==> config.mk <==
export PLATFORM = sky130hd
export DESIGN_NAME = result_packer_flat
export DESIGN_NICKNAME = d
export VERILOG_FILES = /design/src/rtl/result_packer_if.sv /design/src/rtl/result_packer.sv /design/src/flat_wrapper.sv
export SDC_FILE = /design/constraint.sdc
export NUM_CORES = 1
export LEC_CHECK = 0
export CAP_MARGIN = 20
export CORE_MARGIN = 4
export CORE_UTILIZATION = 55
export DETAILED_ROUTE_END_ITERATION = 10
export GPL_TIMING_DRIVEN = 1
export PLACE_DENSITY = 0.86
export SLEW_MARGIN = 30
export SYNTH_ARGS = -nofsm -noshare
export SYNTH_HDL_FRONTEND = slang
export SYNTH_SLANG_ARGS = --single-unit
export TNS_END_PERCENT = 30
==> constraint.sdc <==
create_clock -name clk -period 4.65 [get_ports clk]
set_input_delay 0.93 -clock clk [delete_from_list [all_inputs] [get_ports clk]]
set_output_delay 0.93 -clock clk [all_outputs]
set_load 0.02 [all_outputs]
==> src/rtl/result_packer_if.sv <==
// result_packer_if: result stream in, packed output word stream out.
// Latency: none (wires only).
// Backpressure: out_ready throttles out_data/out_valid; the result side has no backpressure.
interface result_packer_if #(
    parameter int DATA_WIDTH = 16,
    parameter int MAX_ROWS   = 64,
    parameter int BANDWIDTH  = 16
);
    localparam int CNT_W = $clog2(MAX_ROWS) + 1;

    logic                             start;
    logic [CNT_W-1:0]                 num_rows;
    logic signed [2*DATA_WIDTH-1:0]   result_in;
    logic                             result_valid;
    logic [DATA_WIDTH*BANDWIDTH-1:0]  out_data;
    logic                             out_valid;
    logic                             out_ready;
    logic                             out_last;

    // Producer/consumer side (drives results, accepts packed words)
    modport master (
        output start, num_rows, result_in, result_valid, out_ready,
        input  out_data, out_valid, out_last
    );

    // Packer side
    modport slave (
        input  start, num_rows, result_in, result_valid, out_ready,
        output out_data, out_valid, out_last
    );
endinterface

==> src/rtl/result_packer.sv <==
// result_packer: saturates Q20.12 row results to Q4.12 and packs BANDWIDTH lanes per output word.
// Latency: a word shows on out_valid the cycle after the result that completes it.
// Backpressure: none on input; a word completing while the output still holds an unaccepted word is dropped (overrun).
// Optional feature macro: BIAS_ADD_EN adds a per-row Q4.12 bias table summed in before saturation.
module result_packer #(
    parameter int DATA_WIDTH = 16,
    parameter int MAX_ROWS   = 64,
    parameter int BANDWIDTH  = 16
) (
    input  logic                          clk,
    input  logic                          rst,
    result_packer_if.slave                bus,
    output logic                          busy,
    output logic                          sat_flag,
    output logic                          overrun
`ifdef BIAS_ADD_EN
    ,
    input  logic                          bias_we,
    input  logic [$clog2(MAX_ROWS)-1:0]   bias_addr,
    input  logic signed [DATA_WIDTH-1:0]  bias_in
`endif
);
    localparam int CNT_W  = $clog2(MAX_ROWS) + 1;
    localparam int LANE_W = (BANDWIDTH > 1) ? $clog2(BANDWIDTH) : 1;
    localparam int WORD_W = DATA_WIDTH * BANDWIDTH;
`ifdef BIAS_ADD_EN
    localparam int SUM_W  = 2 * DATA_WIDTH + 1;
`else
    localparam int SUM_W  = 2 * DATA_WIDTH;
`endif
    localparam logic signed [SUM_W-1:0] SAT_MAX = {{(SUM_W-DATA_WIDTH+1){1'b0}}, {(DATA_WIDTH-1){1'b1}}};
    localparam logic signed [SUM_W-1:0] SAT_MIN = {{(SUM_W-DATA_WIDTH+1){1'b1}}, {(DATA_WIDTH-1){1'b0}}};

    typedef enum logic [1:0] {S_IDLE, S_COLLECT, S_FLUSH} state_t;

    state_t                         r_state;
    state_t                         w_state_nxt;
    logic [CNT_W-1:0]               r_rows;
    logic [CNT_W-1:0]               r_row;
    logic [LANE_W-1:0]              r_lane;
    logic [WORD_W-1:0]              r_pack;
    logic [WORD_W-1:0]              r_out_data;
    logic                           r_out_valid;
    logic                           r_out_last;
    logic                           r_sat;
    logic                           r_overrun;

    logic                           w_start_job;
    logic                           w_accept;
    logic                           w_last_row;
    logic                           w_lane_full;
    logic                           w_word_done;
    logic                           w_hs;
    logic                           w_out_free;
    logic                           w_load;
    logic signed [SUM_W-1:0]        w_sum;
    logic                           w_clamp;
    logic [DATA_WIDTH-1:0]          w_sat_val;
    logic [WORD_W-1:0]              w_pack_merged;

`ifdef BIAS_ADD_EN
    localparam int ADDR_W = $clog2(MAX_ROWS);
    logic signed [DATA_WIDTH-1:0]   r_bias [MAX_ROWS];
    logic signed [DATA_WIDTH-1:0]   w_bias;

    // Bias table write port; contents intentionally survive reset
    always_ff @(posedge clk) begin
        if (bias_we) begin
            r_bias[bias_addr] <= bias_in;
        end
    end

    assign w_bias = r_bias[r_row[ADDR_W-1:0]];
    // One extra bit so result + bias can never wrap before saturation
    assign w_sum  = {bus.result_in[2*DATA_WIDTH-1], bus.result_in}
                  + {{(DATA_WIDTH+1){w_bias[DATA_WIDTH-1]}}, w_bias};
`else
    assign w_sum  = bus.result_in;
`endif

    assign w_accept    = (r_state == S_COLLECT) && bus.result_valid;
    assign w_last_row  = (r_row == r_rows - CNT_W'(1));
    assign w_lane_full = (r_lane == LANE_W'(BANDWIDTH - 1));
    assign w_word_done = w_accept && (w_lane_full || w_last_row);
    assign w_hs        = r_out_valid && bus.out_ready;
    // The output slot can take a new word if empty or emptying this cycle
    assign w_out_free  = !r_out_valid || w_hs;
    assign w_load      = w_word_done && w_out_free;

    // Clamp to the Q4.12 range; fractional bits pass through untouched
    always_comb begin
        w_clamp   = 1'b0;
        w_sat_val = w_sum[DATA_WIDTH-1:0];
        if (w_sum > SAT_MAX) begin
            w_clamp   = 1'b1;
            w_sat_val = SAT_MAX[DATA_WIDTH-1:0];
        end else if (w_sum < SAT_MIN) begin
            w_clamp   = 1'b1;
            w_sat_val = SAT_MIN[DATA_WIDTH-1:0];
        end
    end

    // Pack register with the current result dropped into its lane
    always_comb begin
        w_pack_merged = r_pack;
        w_pack_merged[r_lane*DATA_WIDTH +: DATA_WIDTH] = w_sat_val;
    end

    // State register
    always_ff @(posedge clk) begin
        if (rst) begin
            r_state <= S_IDLE;
        end else begin
            r_state <= w_state_nxt;
        end
    end

    // Next-state logic; a zero-row job is acknowledged but never leaves IDLE
    always_comb begin
        w_state_nxt = r_state;
        w_start_job = 1'b0;
        busy        = (r_state != S_IDLE);
        case (r_state)
            S_IDLE: begin
                if (bus.start) begin
                    w_start_job = 1'b1;
                    if (bus.num_rows != '0) begin
                        w_state_nxt = S_COLLECT;
                    end
                end
            end
            S_COLLECT: begin
                if (w_accept && w_last_row) begin
                    w_state_nxt = S_FLUSH;
                end
            end
            S_FLUSH: begin
                // Exits on the final handshake, or at once if the last word was dropped and the slot is empty
                if (!r_out_valid || w_hs) begin
                    w_state_nxt = S_IDLE;
                end
            end
            default: w_state_nxt = S_IDLE;
        endcase
    end

    // Row/lane counters, pack register and sticky per-job flags
    always_ff @(posedge clk) begin
        if (rst) begin
            r_rows    <= '0;
            r_row     <= '0;
            r_lane    <= '0;
            r_pack    <= '0;
            r_sat     <= 1'b0;
            r_overrun <= 1'b0;
        end else if (w_start_job) begin
            r_rows    <= bus.num_rows;
            r_row     <= '0;
            r_lane    <= '0;
            r_pack    <= '0;
            r_sat     <= 1'b0;
            r_overrun <= 1'b0;
        end else if (w_accept) begin
            r_row <= r_row + CNT_W'(1);
            if (w_clamp) begin
                r_sat <= 1'b1;
            end
            if (w_word_done) begin
                r_lane <= '0;
                r_pack <= '0;
                if (!w_out_free) begin
                    r_overrun <= 1'b1;
                end
            end else begin
                r_lane <= r_lane + LANE_W'(1);
                r_pack <= w_pack_merged;
            end
        end
    end

    // Output word register, held until the consumer accepts it
    always_ff @(posedge clk) begin
        if (rst) begin
            r_out_data  <= '0;
            r_out_valid <= 1'b0;
            r_out_last  <= 1'b0;
        end else if (w_load) begin
            r_out_data  <= w_pack_merged;
            r_out_valid <= 1'b1;
            r_out_last  <= w_last_row;
        end else if (w_hs) begin
            r_out_valid <= 1'b0;
            r_out_last  <= 1'b0;
        end
    end

    assign bus.out_data  = r_out_data;
    assign bus.out_valid = r_out_valid;
    assign bus.out_last  = r_out_last;
    assign sat_flag      = r_sat;
    assign overrun       = r_overrun;
endmodule

==> src/flat_wrapper.sv <==
// flat-port wrapper written by rule: the top's interface ports become plain ports
module result_packer_flat 
#(
    parameter int DATA_WIDTH = 16,
    parameter int MAX_ROWS   = 64,
    parameter int BANDWIDTH  = 16
)
  (clk, rst, busy, sat_flag, overrun, bus_start, bus_num_rows, bus_result_in, bus_result_valid, bus_out_ready, bus_out_data, bus_out_valid, bus_out_last);
  result_packer_if #(.DATA_WIDTH(DATA_WIDTH), .MAX_ROWS(MAX_ROWS), .BANDWIDTH(BANDWIDTH)) bus_i ();
  input  logic clk;
  input  logic rst;
  output logic busy;
  output logic sat_flag;
  output logic overrun;
  input wire logic [$bits(bus_i.start)-1:0] bus_start;
  input wire logic [$bits(bus_i.num_rows)-1:0] bus_num_rows;
  input wire logic [$bits(bus_i.result_in)-1:0] bus_result_in;
  input wire logic [$bits(bus_i.result_valid)-1:0] bus_result_valid;
  input wire logic [$bits(bus_i.out_ready)-1:0] bus_out_ready;
  output wire logic [$bits(bus_i.out_data)-1:0] bus_out_data;
  output wire logic [$bits(bus_i.out_valid)-1:0] bus_out_valid;
  output wire logic [$bits(bus_i.out_last)-1:0] bus_out_last;
  assign bus_i.start = bus_start;
  assign bus_i.num_rows = bus_num_rows;
  assign bus_i.result_in = bus_result_in;
  assign bus_i.result_valid = bus_result_valid;
  assign bus_i.out_ready = bus_out_ready;
  assign bus_out_data = bus_i.out_data;
  assign bus_out_valid = bus_i.out_valid;
  assign bus_out_last = bus_i.out_last;
  result_packer #(.DATA_WIDTH(DATA_WIDTH), .MAX_ROWS(MAX_ROWS), .BANDWIDTH(BANDWIDTH)) u_core (.clk(clk), .rst(rst), .bus(bus_i), .busy(busy), .sat_flag(sat_flag), .overrun(overrun));
endmodule
==> results of run 1 <==
## cell usage in the layout, fill, tap and decap left out, types with 32 or more instances in the layout
cell type | Yosys | final
clkdlybuf4s50_1 | 0 | 303
dfxtp_1 | 536 | 536
nand2_1 | 164 | 164
buf_4 | 8 | 44
nand2b_1 | 35 | 33
mux2i_1 | 32 | 32
clkbuf_16 | 0 | 53
a211oi_1 | 104 | 104
o211ai_1 | 32 | 32
o21ai_0 | 49 | 49
a22oi_1 | 182 | 182
nor2_1 | 208 | 193
nor3_1 | 248 | 248
o2bb2ai_1 | 165 | 165
a21oi_1 | 292 | 292
## layout make-up
type / instances / area (um2) / share of cell area, %
Clock inverter: 23 / 284 / 1.04
Antenna cell: 2 / 5.00 / 0.0183
Inverter: 8 / 30.0 / 0.110
Multi-Input combinational cell: 1728 / 10500 / 38.5
Tap cell: 525 / 657 / 2.40
Sequential cell: 536 / 10700 / 39.3
Timing Repair Buffer: 358 / 3580 / 13.1
Clock buffer: 72 / 1530 / 5.59
## cell families after synthesis
kind of cell | count (synthesis) | synth area share [%]
buf+inv | 274 | 5.37
compound gates | 889 | 27.6
fa+ha+maj | 8 | 0.448
mux | 32 | 1.43
simple gates | 780 | 16.3
flops | 536 | 48.1
xor+xnor | 19 | 0.745
## flip-flops by register name, indices dropped and copies added, names as in the netlist
register	count
u_core.overrun	1
u_core.r_row	7
u_core.r_state	2
u_core.bus.out_data	256
u_core.r_lane	4
u_core.sat_flag	1
u_core.r_pack	256
u_core.bus.out_last	1
u_core.bus.out_valid	1
u_core.r_rows	7
## power groups by stage
stage               combinational [uW]  clock, uW  sequential [uW]
floorplan                          277          0             4710
global placement                   455          0             4710
detailed placement                 463          0             4710
CTS                                464       4480             4610
global route                       500       4670             4610
finish                             478       4460             4610
## worst register-to-register path, delay by kind of cell (launching register included)
| kind | cells | cell delay [ns] |
|---|---|---|
| compound gates | 1 | 0.44 |
| simple gates | 4 | 1.75 |
| fa+ha+maj | 1 | 0.67 |
| buf+inv | 2 | 0.41 |
| flops | 1 | 0.32 |
## per-stage QoR
step / utilization, % / total power, uW
6_report: 68.5 / 9550
5_1_grt: 68.5 / 9770
4_1_cts: 68.4 / 9550
3_5_place_dp: 63.9 / 5170
3_3_place_gp: 63.8 / 5160
2_1_floorplan: - / 4990
## metal layers
metal / GRT usage [%] / share of wire, %
met1: 42.0 / 39
met2: 51.1 / 46
met3: 6.86 / 10
met4: 15.1 / 4.9
met5: 0 / 0
## worst max-delay path by stage
stage / from / endpoint / slack (ns) / cells after the start
final: u_core.r_lane[0] / u_core.bus.out_data[226] / 0.96 / 8
after global routing: u_core.r_lane[0] / u_core.r_pack[238] / 0.70 / 8
after CTS: u_core.r_lane[0] / u_core.bus.out_data[226] / 1.01 / 8
after detailed placement: bus_result_in[15] / u_core.r_pack[237] / 0.80 / 8
after global placement: bus_result_in[15] / u_core.bus.out_data[226] / 0.85 / 8
after floorplan: u_core.r_lane[0] / u_core.bus.out_data[213] / 1.66 / 13
==> qor.csv, run 1 <==
stage;metric;value;unit
global_route;antenna_found_initial;2;
timing;worst_slew_pin_slew;0.970;ns
layout;instances_no_fill;3252;
timing;relSlewSlack;35.3;%
clock_network;cts_max_level;2;
synth;yosys.area.top_type;dfxtp_1;
synth;ys.flop_type;dfxtp_1;
floorplan;num_rows;73;
floorplan;coreArea;39900;um2
global_route;grt_pass1_wl;116000;um
routing;drt-vias-per-instance;6.57;
setup_path;required;5.14;ns
power_and_ir_drop;peakVddDrop;258;uV
setup_path;crit_chain;buf_4 -> inv_1 -> ha_1 -> nor3b_1 -> nand4_1 -> o2bb2ai_1 -> nor3_1 -> nor3_1;
setup_path;cp-start-kind;register;
setup_path;critPathBufInv;2;
synth;seq_area_frac_synth;48.1;%
clock_network;clock_path_buffers;3;
clock_network;ctsResizeCount;0;
timing;fin_ws;0.960;ns
timing;hold_ws;0.458;ns
clock_network;clkLatencyLatePin;0.60;ns
power_and_ir_drop;powerDensity;349;nW/um2
clock_network;ctsHoldBuffers;0;
placement;placed_area;25500;um2
synth;yosys.area.top_type_share;48.1;%
routing;ant_nets;0;
timing;fin_skew;0.0269;ns
setup_path;critical_path.max_fanout;15;
synth;syn_nets;2590;
setup_path;crit_arrival;4.18;ns
synth;async_flop_share;0;%
hold_path;hold_depth;2;
setup_path;crit_type;register to register;
setup_path;reg2reg_to;u_core.bus.out_data[226];
routing;drtIter0Drc;2811;
timing;setup-violations-final;0;
layout;stdcell_area;27300;um2
global_route;grt_max_degree;199;
clock_network;post_cts_buffers;0;
setup_path;cp_common_cell;nor3_1;
floorplan;die_w;209;um
synth;synth_common_cells;dfxtp_1 (536), a21oi_1 (292), nor3_1 (248), nor2_1 (208), clkbuf_1 (186);
synth;yosys_warnings;0;
hold_path;hold_start;u_core.sat_flag;
setup_path;timing.rr.start;u_core.r_lane[0];
routing;vias;21361;
power_and_ir_drop;seq_power_share;48.3;%
floorplan;pin_count;305;
timing;rsz0062_at_grt;no;
power_and_ir_drop;pwr-share-comb;5.0;%
synth;synth_area_per_cell;8.80;um2
clock_network;clock_sinks;536;
setup_path;r2r_slack;0.96;ns
layout;layout.nets;2736;
setup_path;cpPeakStageDelay;0.80;ns
power_and_ir_drop;swShare;23.1;%
placement;gp_congestion;0.884;
timing;finalCritPeriodShare;79.4;%
floorplan;die_h;209;um
layout;nFillCells;3057;
routing;routedWlPerCell;22.8;um
routing;drc;0;
floorplan;start_util;55.9;%
setup_path;crit_family;simple AND/OR/NAND/NOR gates;
layout;drive_above_1_share;7.16;%
routing;first_pass_iters;7;
run;maxCapViolCount;0;
power_and_ir_drop;p_int;7350;uW
synth;synth_edf_count;0;
hold_path;hold_end;u_core.sat_flag;
synth;syn_area;22300;um2
global_route;grt_pass1_vias;20698;
clock_network;path_clk_slew;0.07;ns
setup_path;worst_r2r_path_depth;8;
timing;fin_tns_setup;0;ns
status;status;complete, no violations;
setup_path;slowest_stage;nand4_1;
power_and_ir_drop;p_leak;0.00870;uW
placement;dp_slack;0.798;ns
clock_network;root_buffer;clkbuf_16;
power_and_ir_drop;switchingPower;2200;uW
clock_network;cts_made_buffers;52;
synth;synth_most_common_cell;dfxtp_1;
global_route;overflow;0;
layout;area_growth;22.4;%
timing;hold_viol_final;0;
hold_path;hp-class;register to register;
setup_path;cp-end-kind;register;
placement;dp_hpwl;45900;um
timing;maxSlewViolCount;0;
routing;routed_wl;74100;um
synth;synthDistinctLibCells;54;
synth;synth_area_leaders;dfxtp_1 (48%), a21oi_1 (6.5%), o2bb2ai_1 (6.5%), a22oi_1 (6.1%), nor3_1 (5.6%);
floorplan;die-area;43900;um2
synth;synth_cells;2538;
synth;ys_seq_elements;536;
timing;max_clock_freq;271;MHz
global_route;grt.total_usage;32.2;%
timing;post-route-min-period;3.69;ns
placement;port_buffers;304;
power_and_ir_drop;power_frac_clock;46.7;%
placement;place_inst;3154;
clock_network;cts_tree;done;
No activity file was read; power rests on OpenSTA's default activity.
==> run 2, diff against run 1 <==
==> constraint.sdc (replaced) <==
create_clock -name clk -period 3.78 [get_ports clk]
set_input_delay 0.756 -clock clk [delete_from_list [all_inputs] [get_ports clk]]
set_output_delay 0.756 -clock clk [all_outputs]
set_load 0.02 [all_outputs]
==> run 2 against run 1 <==
Hold slack gained 0.011 ns. Critical path type unchanged. Global-route usage is 0.097 points lower. Sequential cell count is the same. First-iteration DRC count rose by 0.43%. Worst setup slack got worse by 0.47 ns. Wire length increased by 0.85%. Sequential power up 23%. Critical endpoint is now u_core.bus.out_data[37]. Clock power grew 24%. Largest power group unchanged. Combinational power is 29% higher. Via count grew 1.1%.
==> qor.csv, run 2 (synthesized netlist as in run 1, its figures left out) <==
stage;metric;value;unit
status;status;complete, no violations;
timing;post-route-min-period;3.29;ns
timing;hold_viol_final;0;
clock_network;clock_sinks;536;
global_route;overflow;0;
hold_path;hp-class;register to register;
clock_network;clock_path_buffers;3;
clock_network;cts_made_buffers;52;
floorplan;coreArea;39900;um2
placement;port_buffers;304;
setup_path;cp_common_cell;nor3_1;
global_route;grt_pass1_vias;20731;
floorplan;die-area;43900;um2
layout;layout.nets;2781;
clock_network;path_clk_slew;0.07;ns
placement;gp_congestion;0.949;
routing;first_pass_iters;7;
timing;fin_skew;0.0241;ns
setup_path;required;4.24;ns
setup_path;slowest_stage;nor3b_1;
power_and_ir_drop;powerDensity;426;nW/um2
timing;max_clock_freq;304;MHz
timing;maxSlewViolCount;0;
floorplan;num_rows;73;
routing;routed_wl;74800;um
setup_path;crit_chain;inv_1 -> ha_1 -> nor3b_1 -> nand3b_1 -> o21ai_0 -> nor3_1 -> nor3_1;
setup_path;critical_path.max_fanout;15;
clock_network;root_buffer;clkbuf_16;
layout;multi_input_area;10500;um2
layout;antenna_cells;0;
routing;drtIter0Drc;2823;
clock_network;ctsResizeCount;0;
clock_network;cts_tree;done;
floorplan;die_h;209;um
placement;dp_hpwl;47700;um
power_and_ir_drop;peakVddDrop;377;uV
global_route;antenna_found_initial;0;
timing;rsz0062_at_grt;no;
routing;routedWlPerCell;22.7;um
layout;regArea;10700;um2
global_route;grt_max_degree;199;
clock_network;cts_max_level;2;
layout;drive_above_1_share;8.39;%
timing;hold_ws;0.469;ns
power_and_ir_drop;total_power;11800;uW
setup_path;cpPeakStageDelay;0.62;ns
clock_network;post_cts_buffers;0;
layout;layout_commonest_cell;dfxtp_1;
timing;worst_slew_pin_slew;0.897;ns
global_route;grt_pass1_wl;116000;um
timing;relSlewSlack;40.2;%
timing;finalCritPeriodShare;87.1;%
floorplan;start_util;55.9;%
routing;drt-vias-per-instance;6.56;
run;maxCapViolCount;0;
clock_network;clkLatencyLatePin;0.58;ns
routing;ant_nets;0;
layout;layout_common_cells;dfxtp_1 (536), clkdlybuf4s50_1 (303), a21oi_1 (292);
setup_path;crit_type;register to register;
setup_path;cp-end-kind;register;
layout;area_growth;24.3;%
floorplan;pin_count;305;
timing;fin_tns_setup;0;ns
floorplan;die_w;209;um
setup_path;cp-start-kind;register;
routing;drc;0;
global_route;grt.total_usage;32.1;%
layout;nFillCells;2959;
timing;setup-violations-final;0;
clock_network;ctsHoldBuffers;0;
power_and_ir_drop;p_leak;0.00893;uW
routing;vias;21599;
setup_path;crit_arrival;3.76;ns
==> run 2: cell types whose count changed in the layout (fill, tap and decap cells not counted), moves of 2 or more <==
cell       before  now
buf_4          44   80
buf_12          9   18
clkbuf_1        6   10
clkbuf_8       14   10
bufinv_16       6    9
clkinv_2       11    8
nor2_2         12   15
nor2_4          4    1
clkinv_4        2    0
diode_2         2    0
==> run 2: per-stage QoR <==
step	area (um2)	setup WS (ns)	instances	utilization, %
after global routing	27700	0.276	3291	69.5
final	27700	0.487	3291	69.5
after floorplan	22300	0.788	2538	-
after detailed placement	25900	0.241	3200	65.0
after global placement	25900	0.393	3200	65.0
after CTS	27700	0.605	3291	69.5
==> run 2: path summary, 6_finish.rpt <==
| path | slack (ns) | end | startpoint | depth (start not counted) |
|---|---|---|---|---|
| min | 0.47 | u_core.r_pack[134] | u_core.r_pack[134] | 1 |
| max | 0.49 | u_core.bus.out_data[37] | u_core.r_lane[1] | 7 |
| min reg2reg | 0.47 | u_core.r_pack[134] | u_core.r_pack[134] | 1 |
| max reg2reg | 0.49 | u_core.bus.out_data[37] | u_core.r_lane[1] | 7 |
==> run 2: critical path, delay by kind of cell (launching register included) <==
family	cells	cell delay, ns
buffers and inverters	1	0.11
DFF	1	0.52
and+or+nand+nor	4	1.49
AOI/OAI and AO/OA	1	0.47
adders and majority gates	1	0.59
==> run 2: power by group <==
part           total (uW)  internal [uW]  switching [uW]
sequential           5670           5660            10.5
combinational         618            170             448
clock                5540           3350            2190
total               11800           9180            2650
==> run 2: area by class of cell <==
type / instances / share of cell area (%)
sequential: 536 / 38.7
multi-input combinational: 1728 / 37.8
timing repair buffer: 403 / 14.5
clock buffer: 72 / 5.36
tap: 525 / 2.37
clock inverter: 19 / 1.17
inverter: 8 / 0.108
==> run 2: layer usage <==
layer | vias up | wire length (um) | track usage [%]
met3 | 250 | 7610 | 6.88
li1 | 9717 | - | -
met5 | - | 0 | 0
met2 | 1347 | 34900 | 52.3
met4 | 0 | 3150 | 12.4
met1 | 10285 | 29100 | 41.9
